[src/rtl/ale_atmos_light_estimator_if.sv]
// ale_atmos_light_estimator_if: BGR pixel stream feeding the atmospheric light estimator
interface ale_atmos_light_estimator_if;
    logic [31:0] tdata;
    logic        tvalid;
    logic        tlast;
    logic        tready;
    modport master (output tdata, tvalid, tlast, input tready);
    modport slave (input tdata, tvalid, tlast, output tready);
endinterface

[src/rtl/ale_atmos_light_estimator.sv]
// ale_atmos_light_estimator: tracks the brightest dark-channel pixel of a frame and presents it as atmospheric light
module ale_atmos_light_estimator #(
    parameter int NUM_PIXELS = 262144,
    parameter int CNT_W      = 19
) (
    input  logic                       ACLK,
    input  logic                       ARESETn,
    input  logic                       enable,
    input  logic                       ale_clear,
    ale_atmos_light_estimator_if.slave s_axis,
    output logic [7:0]                 A_R,
    output logic [7:0]                 A_G,
    output logic [7:0]                 A_B,
    output logic [7:0]                 DC_MAX,
    output logic                       A_VALID,
    output logic                       ALE_DONE,
    output logic                       FRAME_SHORT,
    output logic [CNT_W-1:0]           PIX_COUNT
);
    typedef enum logic [1:0] {IDLE, ACCUM, FLUSH, DONE} state_t;
    localparam logic [CNT_W-1:0] LAST_IDX = CNT_W'(NUM_PIXELS - 1);
    localparam logic [CNT_W-1:0] FULL     = CNT_W'(NUM_PIXELS);
    state_t           state_q, state_d;
    logic [CNT_W-1:0] cnt_q, cnt_d;
    logic [7:0]       s1_r_q, s1_r_d, s1_g_q, s1_g_d, s1_b_q, s1_b_d, s1_dc_q, s1_dc_d;
    logic [7:0]       max_r_q, max_r_d, max_g_q, max_g_d, max_b_q, max_b_d, max_dc_q, max_dc_d;
    logic             s1_vld_q, s1_vld_d, first_q, first_d, last_q, last_d;
    logic             short_q, short_d, done_q, done_d;
    logic [7:0]       px_r, px_g, px_b, min_rg;
    logic             hs, last, clr, upd, unused_tdata;
    always_comb begin
        px_r          = s_axis.tdata[23:16];
        px_g          = s_axis.tdata[15:8];
        px_b          = s_axis.tdata[7:0];
        min_rg        = px_r < px_g ? px_r : px_g;
        unused_tdata  = ^s_axis.tdata[31:24];
        s_axis.tready = enable & (state_q == ACCUM | state_q == DONE);
        // the beat after the last one is discarded while stage 2 drains into FLUSH
        hs            = s_axis.tvalid & s_axis.tready & (state_q == ACCUM) & !last_q;
        last          = hs & (s_axis.tlast | (cnt_q == LAST_IDX));
        clr           = !enable | (state_q == DONE & ale_clear);
        upd           = s1_vld_q & (first_q | (s1_dc_q > max_dc_q));
        state_d       = clr ? IDLE : state_q == IDLE ? ACCUM : state_q == FLUSH ? DONE :
                        (state_q == ACCUM & last_q) ? FLUSH : state_q;
        cnt_d         = clr ? '0 : (hs & (cnt_q != FULL)) ? cnt_q + 1'b1 : cnt_q;
        s1_vld_d      = !clr & hs;
        s1_r_d        = hs ? px_r : s1_r_q;
        s1_g_d        = hs ? px_g : s1_g_q;
        s1_b_d        = hs ? px_b : s1_b_q;
        s1_dc_d       = hs ? (min_rg < px_b ? min_rg : px_b) : s1_dc_q;
        first_d       = clr | (first_q & !s1_vld_q);
        max_r_d       = clr ? '0 : upd ? s1_r_q : max_r_q;
        max_g_d       = clr ? '0 : upd ? s1_g_q : max_g_q;
        max_b_d       = clr ? '0 : upd ? s1_b_q : max_b_q;
        max_dc_d      = clr ? '0 : upd ? s1_dc_q : max_dc_q;
        last_d        = !clr & last;
        short_d       = clr ? 1'b0 : last ? s_axis.tlast & (cnt_q < LAST_IDX) : short_q;
        done_d        = !clr & (state_q == FLUSH);
        A_R           = max_r_q;
        A_G           = max_g_q;
        A_B           = max_b_q;
        DC_MAX        = max_dc_q;
        A_VALID       = state_q == DONE;
        ALE_DONE      = done_q;
        FRAME_SHORT   = short_q & (state_q == DONE);
        PIX_COUNT     = cnt_q;
    end
    always_ff @(posedge ACLK or negedge ARESETn) begin
        if (!ARESETn) begin
            state_q  <= IDLE;
            cnt_q    <= '0;
            s1_r_q   <= '0;
            s1_g_q   <= '0;
            s1_b_q   <= '0;
            s1_dc_q  <= '0;
            max_r_q  <= '0;
            max_g_q  <= '0;
            max_b_q  <= '0;
            max_dc_q <= '0;
            s1_vld_q <= 1'b0;
            first_q  <= 1'b1;
            last_q   <= 1'b0;
            short_q  <= 1'b0;
            done_q   <= 1'b0;
        end else begin
            state_q  <= state_d;
            cnt_q    <= cnt_d;
            s1_r_q   <= s1_r_d;
            s1_g_q   <= s1_g_d;
            s1_b_q   <= s1_b_d;
            s1_dc_q  <= s1_dc_d;
            max_r_q  <= max_r_d;
            max_g_q  <= max_g_d;
            max_b_q  <= max_b_d;
            max_dc_q <= max_dc_d;
            s1_vld_q <= s1_vld_d;
            first_q  <= first_d;
            last_q   <= last_d;
            short_q  <= short_d;
            done_q   <= done_d;
        end
    end
endmodule

[src/flat_wrapper.sv]
// flat-port wrapper written by rule: the top's interface ports become plain ports
module ale_atmos_light_estimator_flat 
#(
    parameter int NUM_PIXELS = 262144,
    parameter int CNT_W      = 19
)
  (ACLK, ARESETn, enable, ale_clear, A_R, A_G, A_B, DC_MAX, A_VALID, ALE_DONE, FRAME_SHORT, PIX_COUNT, s_axis_tdata, s_axis_tvalid, s_axis_tlast, s_axis_tready);
  ale_atmos_light_estimator_if s_axis_i ();
  input  logic ACLK;
  input  logic ARESETn;
  input  logic enable;
  input  logic ale_clear;
  output logic [7:0] A_R;
  output logic [7:0] A_G;
  output logic [7:0] A_B;
  output logic [7:0] DC_MAX;
  output logic A_VALID;
  output logic ALE_DONE;
  output logic FRAME_SHORT;
  output logic [CNT_W-1:0] PIX_COUNT;
  input wire logic [$bits(s_axis_i.tdata)-1:0] s_axis_tdata;
  input wire logic [$bits(s_axis_i.tvalid)-1:0] s_axis_tvalid;
  input wire logic [$bits(s_axis_i.tlast)-1:0] s_axis_tlast;
  output wire logic [$bits(s_axis_i.tready)-1:0] s_axis_tready;
  assign s_axis_i.tdata = s_axis_tdata;
  assign s_axis_i.tvalid = s_axis_tvalid;
  assign s_axis_i.tlast = s_axis_tlast;
  assign s_axis_tready = s_axis_i.tready;
  ale_atmos_light_estimator #(.NUM_PIXELS(NUM_PIXELS), .CNT_W(CNT_W)) u_core (.ACLK(ACLK), .ARESETn(ARESETn), .enable(enable), .ale_clear(ale_clear), .s_axis(s_axis_i), .A_R(A_R), .A_G(A_G), .A_B(A_B), .DC_MAX(DC_MAX), .A_VALID(A_VALID), .ALE_DONE(ALE_DONE), .FRAME_SHORT(FRAME_SHORT), .PIX_COUNT(PIX_COUNT));
endmodule
[config.mk]
export PLATFORM = sky130hd
export DESIGN_NAME = ale_atmos_light_estimator_flat
export DESIGN_NICKNAME = d
export VERILOG_FILES = /design/src/rtl/ale_atmos_light_estimator_if.sv /design/src/rtl/ale_atmos_light_estimator.sv /design/src/flat_wrapper.sv
export SDC_FILE = /design/constraint.sdc
export NUM_CORES = 1
export LEC_CHECK = 0
export ABC_AREA = 1
export CORE_MARGIN = 3
export CORE_UTILIZATION = 47
export DETAILED_ROUTE_END_ITERATION = 16
export GPL_TIMING_DRIVEN = 0
export HOLD_SLACK_MARGIN = 0.02
export PLACE_DENSITY = 0.74
export RECOVER_POWER = 50
export SLEW_MARGIN = 20
export SYNTH_ARGS = -nofsm -noshare
export SYNTH_HDL_FRONTEND = slang
export SYNTH_SLANG_ARGS = --single-unit
[constraint.sdc]
create_clock -name ACLK -period 1.9 [get_ports ACLK]
set_input_delay 0.19 -clock ACLK [delete_from_list [all_inputs] [get_ports ACLK]]
set_output_delay 0.19 -clock ACLK [all_outputs]
set_load 0.05 [all_outputs]
# [Yosys cells after proc, flatten, opt, wreduce, memory -nomap -nowiden]
# Index checks and enable logic that the tools add are counted.
[totals] inputBits=38 ff_bits=90 word_cells=72 output_inout_bits=55
[op_classes] n_addsub=1 reduce_logical=9 n_lt_le_gt_ge=4 eq_ne=5 bitwise=20 mux=18
[op_table] op="2-to-1 mux 8 bit" n=10
[op_table] op="2-to-1 mux 19 bit" n=2
[op_table] op="adder 19 x 1 -> 19 bit (second input constant)" n=1
[op_table] op="== test 19 x 18 -> 1 bit (second input constant)" n=1
[op_table] op="< comparator 19 x 18 -> 1 bit (second input constant)" n=1
[op_table] op="!= test 19 bit (second input constant)" n=1
[op_table] op="< comparator 8 bit" n=2
[op_table] op="AND 1 bit" n=15
[op_table] op="greater-than comparator 8 bit" n=1
[op_table] op="2-to-1 mux 2 bit" n=4
[op_table] op="nonzero test 2 bit" n=3
[op_table] op="OR 1 bit" n=5
[op_table] op="== test 2 bit (second input constant)" n=2
[op_table] op="logical NOT 1 bit" n=4
[op_table] op="nonzero test 4 bit" n=1
[op_table] op="== test 2 x 1 -> 1 bit (second input constant)" n=1
[op_table] op="logical NOT 2 bit" n=1
[op_table] op="2-to-1 mux 1 bit" n=2

# [Logic depth before layout (Yosys ltp)]
# Gate-level depths: netlist (run 1).
[logic_depth] ltp_word=9 ltp_mapped=21

# [Worst setup path before layout (run 1)]
# OpenSTA, ideal clock, no wires.
[synth_path] path_kind="input to register" from="in s_axis_tdata[15]" to="reg u_core.s1_dc_q[0]" required_ns=1.834 n_path_buf=1 path_slack_ns=-0.989 arrival_ns=2.824 stages=16 path_cell_list="inv_1 ha_1 nand2_1 o21a_1 nand2_1 clkbuf_1 nand2_1 o21ai_0 ha_1 a21oi_1 nor2_1 a211oi_1 nand2_1 nand2_1 nand3_1 nand2_1"
[synth_between] elab_chain_cells=4
[synth_lines] item="from (decl)" line="flat_wrapper.sv:21" text="input wire logic [$bits(s_axis_i.tdata)-1:0] s_axis_tdata;"
[synth_lines] item="< comparator 8 bit" line="ale_atmos_light_estimator.sv:35" text="min_rg = px_r < px_g ? px_r : px_g;"
[synth_lines] item="2-to-1 mux 8 bit *" line="ale_atmos_light_estimator.sv:35"
[synth_lines] item="< comparator 8 bit" line="ale_atmos_light_estimator.sv:50" text="s1_dc_d = hs ? (min_rg < px_b ? min_rg : px_b) : s1_dc_q;"
[synth_lines] item="2-to-1 mux 8 bit *" line="ale_atmos_light_estimator.sv:50"
[synth_lines] item="to (signal assigned)" line="ale_atmos_light_estimator.sv:75" text="s1_dc_q <= '0;"
[synth_lines] item="to (signal assigned)" line="ale_atmos_light_estimator.sv:91" text="s1_dc_q <= s1_dc_d;"
[synth_lines] item="to (decl)" line="ale_atmos_light_estimator.sv:25" text="logic [7:0] s1_r_q, s1_r_d, s1_g_q, s1_g_d, s1_b_q, s1_b_d, s1_dc_q, s1_dc_d;"
# Every way passes the cells marked *; elsewhere a longest branch is shown, timed or not.
# A chain may end at the register's enable or synchronous reset.

# [Worst setup path in the final report (run 1)]
[layout_path] from="in s_axis_tdata[15]" to="reg u_core.s1_dc_q[5]"
# The elaborated chain is that of the path after synthesis.

==> Implementation_results.wiki, run 1 <==
{| class="wikitable"
! Metric !! Value
|-
| Post-synthesis area per instance || 8.076 sq um
|-
| Die footprint || between 0.01 and 0.015 sq mm
|-
| Clock latency at the later pin of the worst-skew pair || 350 ps
|-
| Global routing usage summed across all routing layers || 23.61%
|-
| Sum of buffers and inverters on the critical path || 5
|-
| Area fraction of the dominant cell type after synthesis || between 40% and 50%
|-
| Ys async rst share || 100.0%
|-
| Top cell family by delay on the critical path || compound AO/OA/AOI/OAI gates
|-
| Portion of the post-synthesis area used by sequential elements || roughly half
|-
| Largest incremental delay on the critical path || 290 ps
|-
| Routed length per placed instance || 15.98 um
|-
| Cell types occupying the most area after synthesis || dfrtp_1, nand2_1, ha_1
|-
| Worst slew margin relative to its limit || about 37%
|-
| Die height || 104.5 um
|-
| I/O pin cnt || a little over 90
|-
| Initial drt markers || 252
|-
| Net count of the mapped netlist || 627
|-
| Number of clock buffers inserted by TritonCTS || 9
|-
| Worst reg2reg startpoint || u_core.state_q[1]
|-
| Placed insts || 779
|-
| WS Path Type || in -> reg
|-
| Number of global-route vias before repair || ~4.4k
|-
| Worst hold path class || in -> reg
|-
| Synth-to-layout area growth || 48.23%
|-
| Number of filler cells placed in the layout || 704
|-
| Antenna violation net count after detailed routing || 0
|-
| Count of vias placed by the detailed router || roughly 4.4k
|-
| Post-route DRC || 0
|-
| Most instantiated flip-flop cell in the synthesis netlist || dfrtp_1
|-
| Pin count of the biggest net entering global routing || 54
|-
| Fraction of final layout cells sized beyond drive strength 1 || 33.71%
|-
| Crit path arrival time || between 2000 and 3000 ps
|-
| Unrepaired setup endpoints after global routing || true
|-
| Mapped Area || 0.004563 sq mm
|-
| H-tree levels || 3
|-
| Leakage power figure || 3.275 nW
|-
| M3 GR Usage || 3.521%
|-
| CTS clk-pin slew, worst paths || 90 ps
|-
| TritonCTS sink count || 90
|-
| Tightest Pin Transition || 947.1 ps
|-
| Detailed-routing iteration count for the pre-antenna-repair pass || 6
|-
| Kind of end point of the critical path || register
|-
| Startpoint type of the worst setup path || input port
|-
| Met1 global-route usage || 29.70%
|-
| Endpoints failing setup || between 40 and 50
|-
| Clock tree from TritonCTS || done
|-
| Final Routed Wirelength || 13,440 um
|-
| Maximum clock frequency || 0.4148 GHz
|-
| Max-capacitance violation count || 0
|-
| CTS root buf || clkbuf_8
|-
| Final clock period utilization by the worst path || 126.9%
|-
| Final nets || approximately 770
|-
| Final setup margin || -510.9 ps
|-
| Total power of the final layout || ~4.8 mW
|-
| Grt total ovfl || 0
|-
| Outcome || finished with violations
|-
| Pins over their slew limit || 0
|-
| Top-count cell post-synth || nand2_1
|-
| Number of distinct standard cells referenced by the synthesized netlist || 29
|-
| Worst hold start || s_axis_tdata[12]
|-
| Biggest area consumer among synthesized cells || dfrtp_1
|-
| Number of placement rows || 35
|-
| Cell Count, Final, Fillers Out || around 840
|-
| Core box area || 0.009328 sq mm
|-
| Post-route minimum period || 2411 ps
|-
| CP startpoint || s_axis_tdata[15]
|-
| Busiest layer in global routing || met2
|-
| Starting Density || 48.92%
|-
| Weighted congestion reported at the end of routability-driven placement || 0.8801
|-
| Antenna violations before repair || 0
|-
| Deepest clock path buffer count || 2
|-
| Cell-by-cell listing of the critical path || buf_8 > inv_6 > ha_4 > nand2_2 > inv_2 > nor2_2 > o21a_1 > nand2_4 > buf_6 > o21ai_4 > ha_4 > a21oi_4 > nor2_4 > a211oi_4 > buf_4 > nand2_8 > nand2_1 > nand3_2 > nand2_1
|-
| PortBufs || 84
|-
| Pwr Density || just over 700 mW/mm^2
|-
| Data required time of the worst path || 2190 ps
|-
| Final-report hold violation count || 0
|-
| Wire length of the first global-routing pass || 21,000 um
|-
| Final Skew || 8.898 ps
|-
| Violated checks || negative setup slack
|-
| Antenna fix cells || 0
|-
| Met2 usage || 41.47%
|-
| Yosys warning total || 0
|-
| Highest net fanout along the worst path || 8
|-
| Flops & latches, synth || 90
|-
| Chip Width || 104.5 um
|-
| Count of flip-flops with a built-in enable after synthesis || 0
|-
| Via/cell ratio || 5.273
|-
| Worst-path cell with the longest stage delay || a211oi_4
|-
| Cells after Synth || 565
|-
| Commonest cells in the netlist || nand2_1, dfrtp_1, inv_1, o21ai_0, nand3_1
|-
| Half-perimeter wire length after detailed placement || 8761 um
|-
| Worst supply voltage drop on vdd || around 0.0005 V
|}
metrics by stage:
step / util [%] / worst slack, ps / cell area, sq um / hold slack (ps) / setup TNS, ps
3_3_place_gp: 61.65 / -2876 / 5751 / 452.0 / -250900
6_report: 72.52 / -510.9 / 6764 / 112.5 / -9852
2_1_floorplan: - / -534.3 / 4748 / -105.6 / -5053
4_1_cts: 68.42 / -240.3 / 6382 / 107.7 / -2064
5_1_grt: 72.52 / -540.8 / 6764 / 115.7 / -15390
3_5_place_dp: 61.92 / -1590 / 5776 / 198.0 / -19320
cell families (layout without fill, tap and decap cells):
group / after synthesis / after routing / synth area share, %
AOI/OAI and AO/OA: 85 / 85 / 10.04
xor gates and xnor gates: 2 / 2 / 0.3839
adders and majority gates: 24 / 24 / 6.581
buffers and inverters: 96 / 243 / 8.061
DFF: 90 / 90 / 49.38
and+or+nand+nor: 268 / 268 / 25.56
final cells by class:
type / count / area, sq um / share of cell area [%]
multi-input combinational: 379 / 2527 / 37.37
clock inverter: 4 / 52.55 / 0.7769
tap: 129 / 161.4 / 2.386
sequential: 90 / 2282 / 33.74
inverter: 79 / 309.0 / 4.569
clock buffer: 12 / 135.1 / 1.998
buffer: 17 / 112.6 / 1.665
timing repair buffer: 131 / 1184 / 17.50
registers in the layout (all words and copies together) (netlist names):
name              flops
u_core.DC_MAX         8
u_core.PIX_COUNT     19
u_core.s1_r_q         8
u_core.s1_g_q         8
u_core.A_B            8
u_core.first_q        1
u_core.ALE_DONE       1
u_core.s1_vld_q       1
u_core.s1_dc_q        8
u_core.A_R            8
u_core.state_q        2
u_core.last_q         1
u_core.A_G            8
u_core.s1_b_q         8
u_core.short_q        1
placed cells by master, fill, tap and decap left out, types with 3 or more instances in the layout:
master             n
a21oi_1           16
a21oi_2            5
buf_2             12
buf_4             36
buf_6              6
buf_8              8
clkbuf_1          14
clkbuf_2           3
clkbuf_8           9
clkdlybuf4s50_1   62
clkinvlp_4         3
dfrtp_1           66
dfrtp_2           23
dlygate4sd2_1      5
ha_1              11
ha_4              13
inv_1             58
inv_2             17
inv_4              3
nand2_1          108
nand2_2           44
nand2_4           13
nand3_1           35
nand3_2           14
nand4_1           12
nor2_1            15
nor2_2             5
nor2_4             3
nor3_1             7
nor3_2             4
nor4_1             3
o21a_1             4
o21ai_0           36
o21ai_1           11
o21ai_2            6
worst reg2reg max path, stage by stage (launching register included):
cell and delay (ps):
dfrtp_1 400, nand2_1 100, o21ai_0 480, clkbuf_1 500, nor2_4 90, buf_12 170
buf_8 140, nand2_1 60, o21ai_1 60
power by group:
| group | total, mW | internal (mW) | switching (mW) |
|---|---|---|---|
| Combinational | 1.23 | 0.547 | 0.685 |
| Sequential | 2.26 | 2.10 | 0.166 |
| Clock | 1.28 | 0.611 | 0.672 |
| Total | 4.78 | 3.25 | 1.52 |
routing by layer:
layer / vias up / routed length, um
met5: - / 0
met2: 151 / 6857
li1: 2115 / -
met1: 2139 / 5623
met4: 0 / 335
met3: 30 / 623
path summary, 6_finish.rpt:
| path | end | slack [ps] | cells after the start |
|---|---|---|---|
| max in group asynchronous | u_core.DC_MAX[0] | 370 | 3 |
| worst min register to register | u_core.A_B[4] | 490 | 2 |
| worst max register to register | u_core.DC_MAX[4] | -210 | 8 |
| worst min-delay path | u_core.s1_g_q[4] | 110 | 3 |
| worst max-delay path | u_core.s1_dc_q[5] | -510 | 19 |
| min in group asynchronous | u_core.A_G[2] | 520 | 2 |
timing repair:
item	4_1_cts	5_1_grt
gates cloned	4	0
pin swaps	40	36
resized for setup	131	95
endpoints found under the setup margin	51	56
endpoints found under the hold margin	37	0
buffers inserted	28	14
hold buffers	1	0
(Power assumes the default switching activity.)
==> run 2: changes to the inputs <==
--- a/config.mk
+++ b/config.mk
@@ -6,7 +6,7 @@
 export NUM_CORES = 1
 export LEC_CHECK = 0
 export ABC_AREA = 1
-export CORE_MARGIN = 3
+export CORE_MARGIN = 1
 export CORE_UTILIZATION = 47
 export DETAILED_ROUTE_END_ITERATION = 16
 export GPL_TIMING_DRIVEN = 0
==> run 2 against run 1 <==
Against the previous run: combinational power is 7% higher; core utilization is 2.9 points higher; worst setup slack better by 26 ps; via count is 3.4% higher; count of clock-buffer cells in the layout is 2 lower; largest power group unchanged; critical path depth is 1 lower; highest routed layer unchanged; the flow still finishes with violations (negative setup slack); clock power is 21% higher; register-to-register slack better by 60 ps.
==> Implementation_results.wiki, run 2 (same netlist as run 1, synthesis figures left out) <==
{| class="wikitable"
! Metric !! Value
|-
| Count of vias placed by the detailed router || 4,587
|-
| Global routing usage summed across all routing layers || around 28%
|-
| Fraction of final layout cells sized beyond drive strength 1 || 36.63%
|-
| Violated checks || negative setup slack
|-
| Most used cells in the layout excluding fill and tap cells || nand2_1, dfrtp_1, clkdlybuf4s50_1, inv_1, buf_4
|-
| Outcome || finished with violations
|-
| Endpoints failing setup || 44
|-
| Number of global-route vias before repair || approximately 4.6k
|-
| Worst slew margin relative to its limit || between 30% and 40%
|-
| Placed insts || between 700 and 800
|-
| Clock latency at the later pin of the worst-skew pair || 360 ps
|-
| Final core area utilization || 75.45%
|-
| Final clock period utilization by the worst path || 125.5%
|-
| Max-capacitance violation count || 0
|-
| Area taken by multi-input logic gates || 0.002574 sq mm
|-
| Wire length of the first global-routing pass || 21,600 um
|-
| Core box area || 0.009328 sq mm
|-
| Pwr Density || 728.5 mW/mm^2
|-
| Pin count of the biggest net entering global routing || 55
|-
| Total power of the final layout || 5.127 mW
|-
| Clock tree from TritonCTS || done
|-
| Dpl cell area || 0.005776 sq mm
|-
| Kind of end point of the critical path || register
|-
| Antenna fix cells || 0
|-
| Final hold slack || ~150 ps
|-
| Most frequent standard cell in the layout excluding fill and tap cells || nand2_1
|-
| Sequential Area || between 0.002 and 0.0025 sq mm
|-
| TritonCTS sink count || 90
|-
| Final nets || ~790
|-
| CTS root buf || clkbuf_8
|-
| Detailed-routing iteration count for the pre-antenna-repair pass || 5
|-
| Starting Density || approximately half
|-
| Grt total ovfl || 0
|-
| Initial drt markers || about 170
|-
| Number of clock buffers inserted by TritonCTS || 9
|-
| Post-route DRC || 0
|-
| Tightest Pin Transition || 952.5 ps
|-
| Weighted congestion reported at the end of routability-driven placement || 0.9303
|-
| Worst hold path class || in -> reg
|-
| WS Path Type || in -> reg
|-
| Sequential Power Share || between 40% and 50%
|-
| Die footprint || roughly 0.010 sq mm
|-
| Chip Width || roughly 100 um
|-
| Setup tns final || -7880 ps
|-
| Routed length per placed instance || roughly 16 um
|-
| Final Skew || 19.20 ps
|-
| Post-route minimum period || 2385 ps
|-
| Cell internal pwr || around 3.6 mW
|-
| Worst supply voltage drop on vdd || about 0.00038 V
|-
| Antenna violations before repair || 0
|-
| Switching component of the power || 1.571 mW
|-
| Maximum clock frequency || 0.4193 GHz
|-
| Data required time of the worst path || 2140 ps
|-
| Cell Count, Final, Fillers Out || 858
|-
| Final-report hold violation count || 0
|-
| Number of placement rows || 35
|-
| Synth-to-layout area growth || 54.24%
|-
| CTS clk-pin slew, worst paths || 90 ps
|-
| Pins over their slew limit || 0
|-
| Number of filler cells placed in the layout || 610
|-
| Final setup margin || -484.9 ps
|-
| Leakage power figure || ~3.5 nW
|-
| Final design instance area without fill || 0.007038 sq mm
|-
| Post-place setup slack || -1561 ps
|-
| Die height || just over 100 um
|-
| I/O pin cnt || 93
|-
| Clock network fraction of total power || 30.3%
|-
| Switching power as a share of total power || 30.64%
|-
| H-tree levels || 3
|-
| Via/cell ratio || 5.346
|-
| Max FFs per register || 19
|-
| Antenna violation net count after detailed routing || 0
|-
| Half-perimeter wire length after detailed placement || 8804 um
|-
| Combinational share of power || between 20% and 30%
|-
| Crit path arrival time || 2620 ps
|-
| Deepest clock path buffer count || 2
|-
| Final Routed Wirelength || 13,800 um
|-
| PortBufs || 84
|-
| Startpoint type of the worst setup path || input port
|-
| Highest net fanout along the worst path || 6
|-
| Unrepaired setup endpoints after global routing || true
|}
[run 2: final timing paths]
path                       cells after the start             endpoint  slack, ps               from
setup / recovery                              18    u_core.s1_dc_q[2]       -480   s_axis_tdata[15]
hold / removal                                 3     u_core.s1_g_q[2]        150   s_axis_tdata[10]
setup reg to reg                               9     u_core.DC_MAX[6]       -150  u_core.state_q[0]
hold reg to reg                                1       u_core.first_q        470    u_core.s1_vld_q
max in group asynchronous                      3  u_core.PIX_COUNT[9]        370            ARESETn
min in group asynchronous                      2    u_core.state_q[0]        520            ARESETn
[run 2: critical path, cell delays in order]
cell and delay, ps:
buf_8 80, clkinv_4 50, ha_4 210, nand2_1 50
inv_1 30, nor2_1 130, o21a_1 220, nand2_4 100
buf_6 140, o21ai_4 210, ha_4 250, a21oi_4 150
nor2_4 70, a211oi_4 350, buf_6 200, nand3_2 70
nand3_2 60, nand2_1 60
[run 2: power by group through the flow]
stage          clock network, mW  logic (mW)  registers [mW]
2_1_floorplan                  0       0.511            2.29
3_3_place_gp                   0       0.820            2.25
3_5_place_dp                   0       0.872            2.26
4_1_cts                     1.55        1.15            2.24
5_1_grt                     1.62        1.44            2.28
6_report                    1.55        1.31            2.26
[run 2: area by class of cell]
type	count	area share [%]
plain buffers	17	1.689
clock buffers	10	1.813
clock inverters	5	1.493
inverters	79	4.373
multi-input cells	379	36.57
flip-flops and latches	90	32.41
well taps	129	2.293
repair buffers	149	19.36
[run 2: what timing repair did]
action,4_1_cts,5_1_grt
gates resized for setup,150,86
pin swaps,51,43
setup endpoints to repair,53,60
cloned,4,0
hold endpoints to repair,36,0
hold buffers,1,0
setup buffers,45,14
[run 2: per-layer routing]
metal  global-route usage [%]  vias up  part of all wire [%]
met2                    48.47      137                    52
li1                         -     2151                     -
met5                        0        -                     0
met3                    4.577       38                   4.1
met1                    33.59     2261                    41
met4                    12.04        0                   3.3
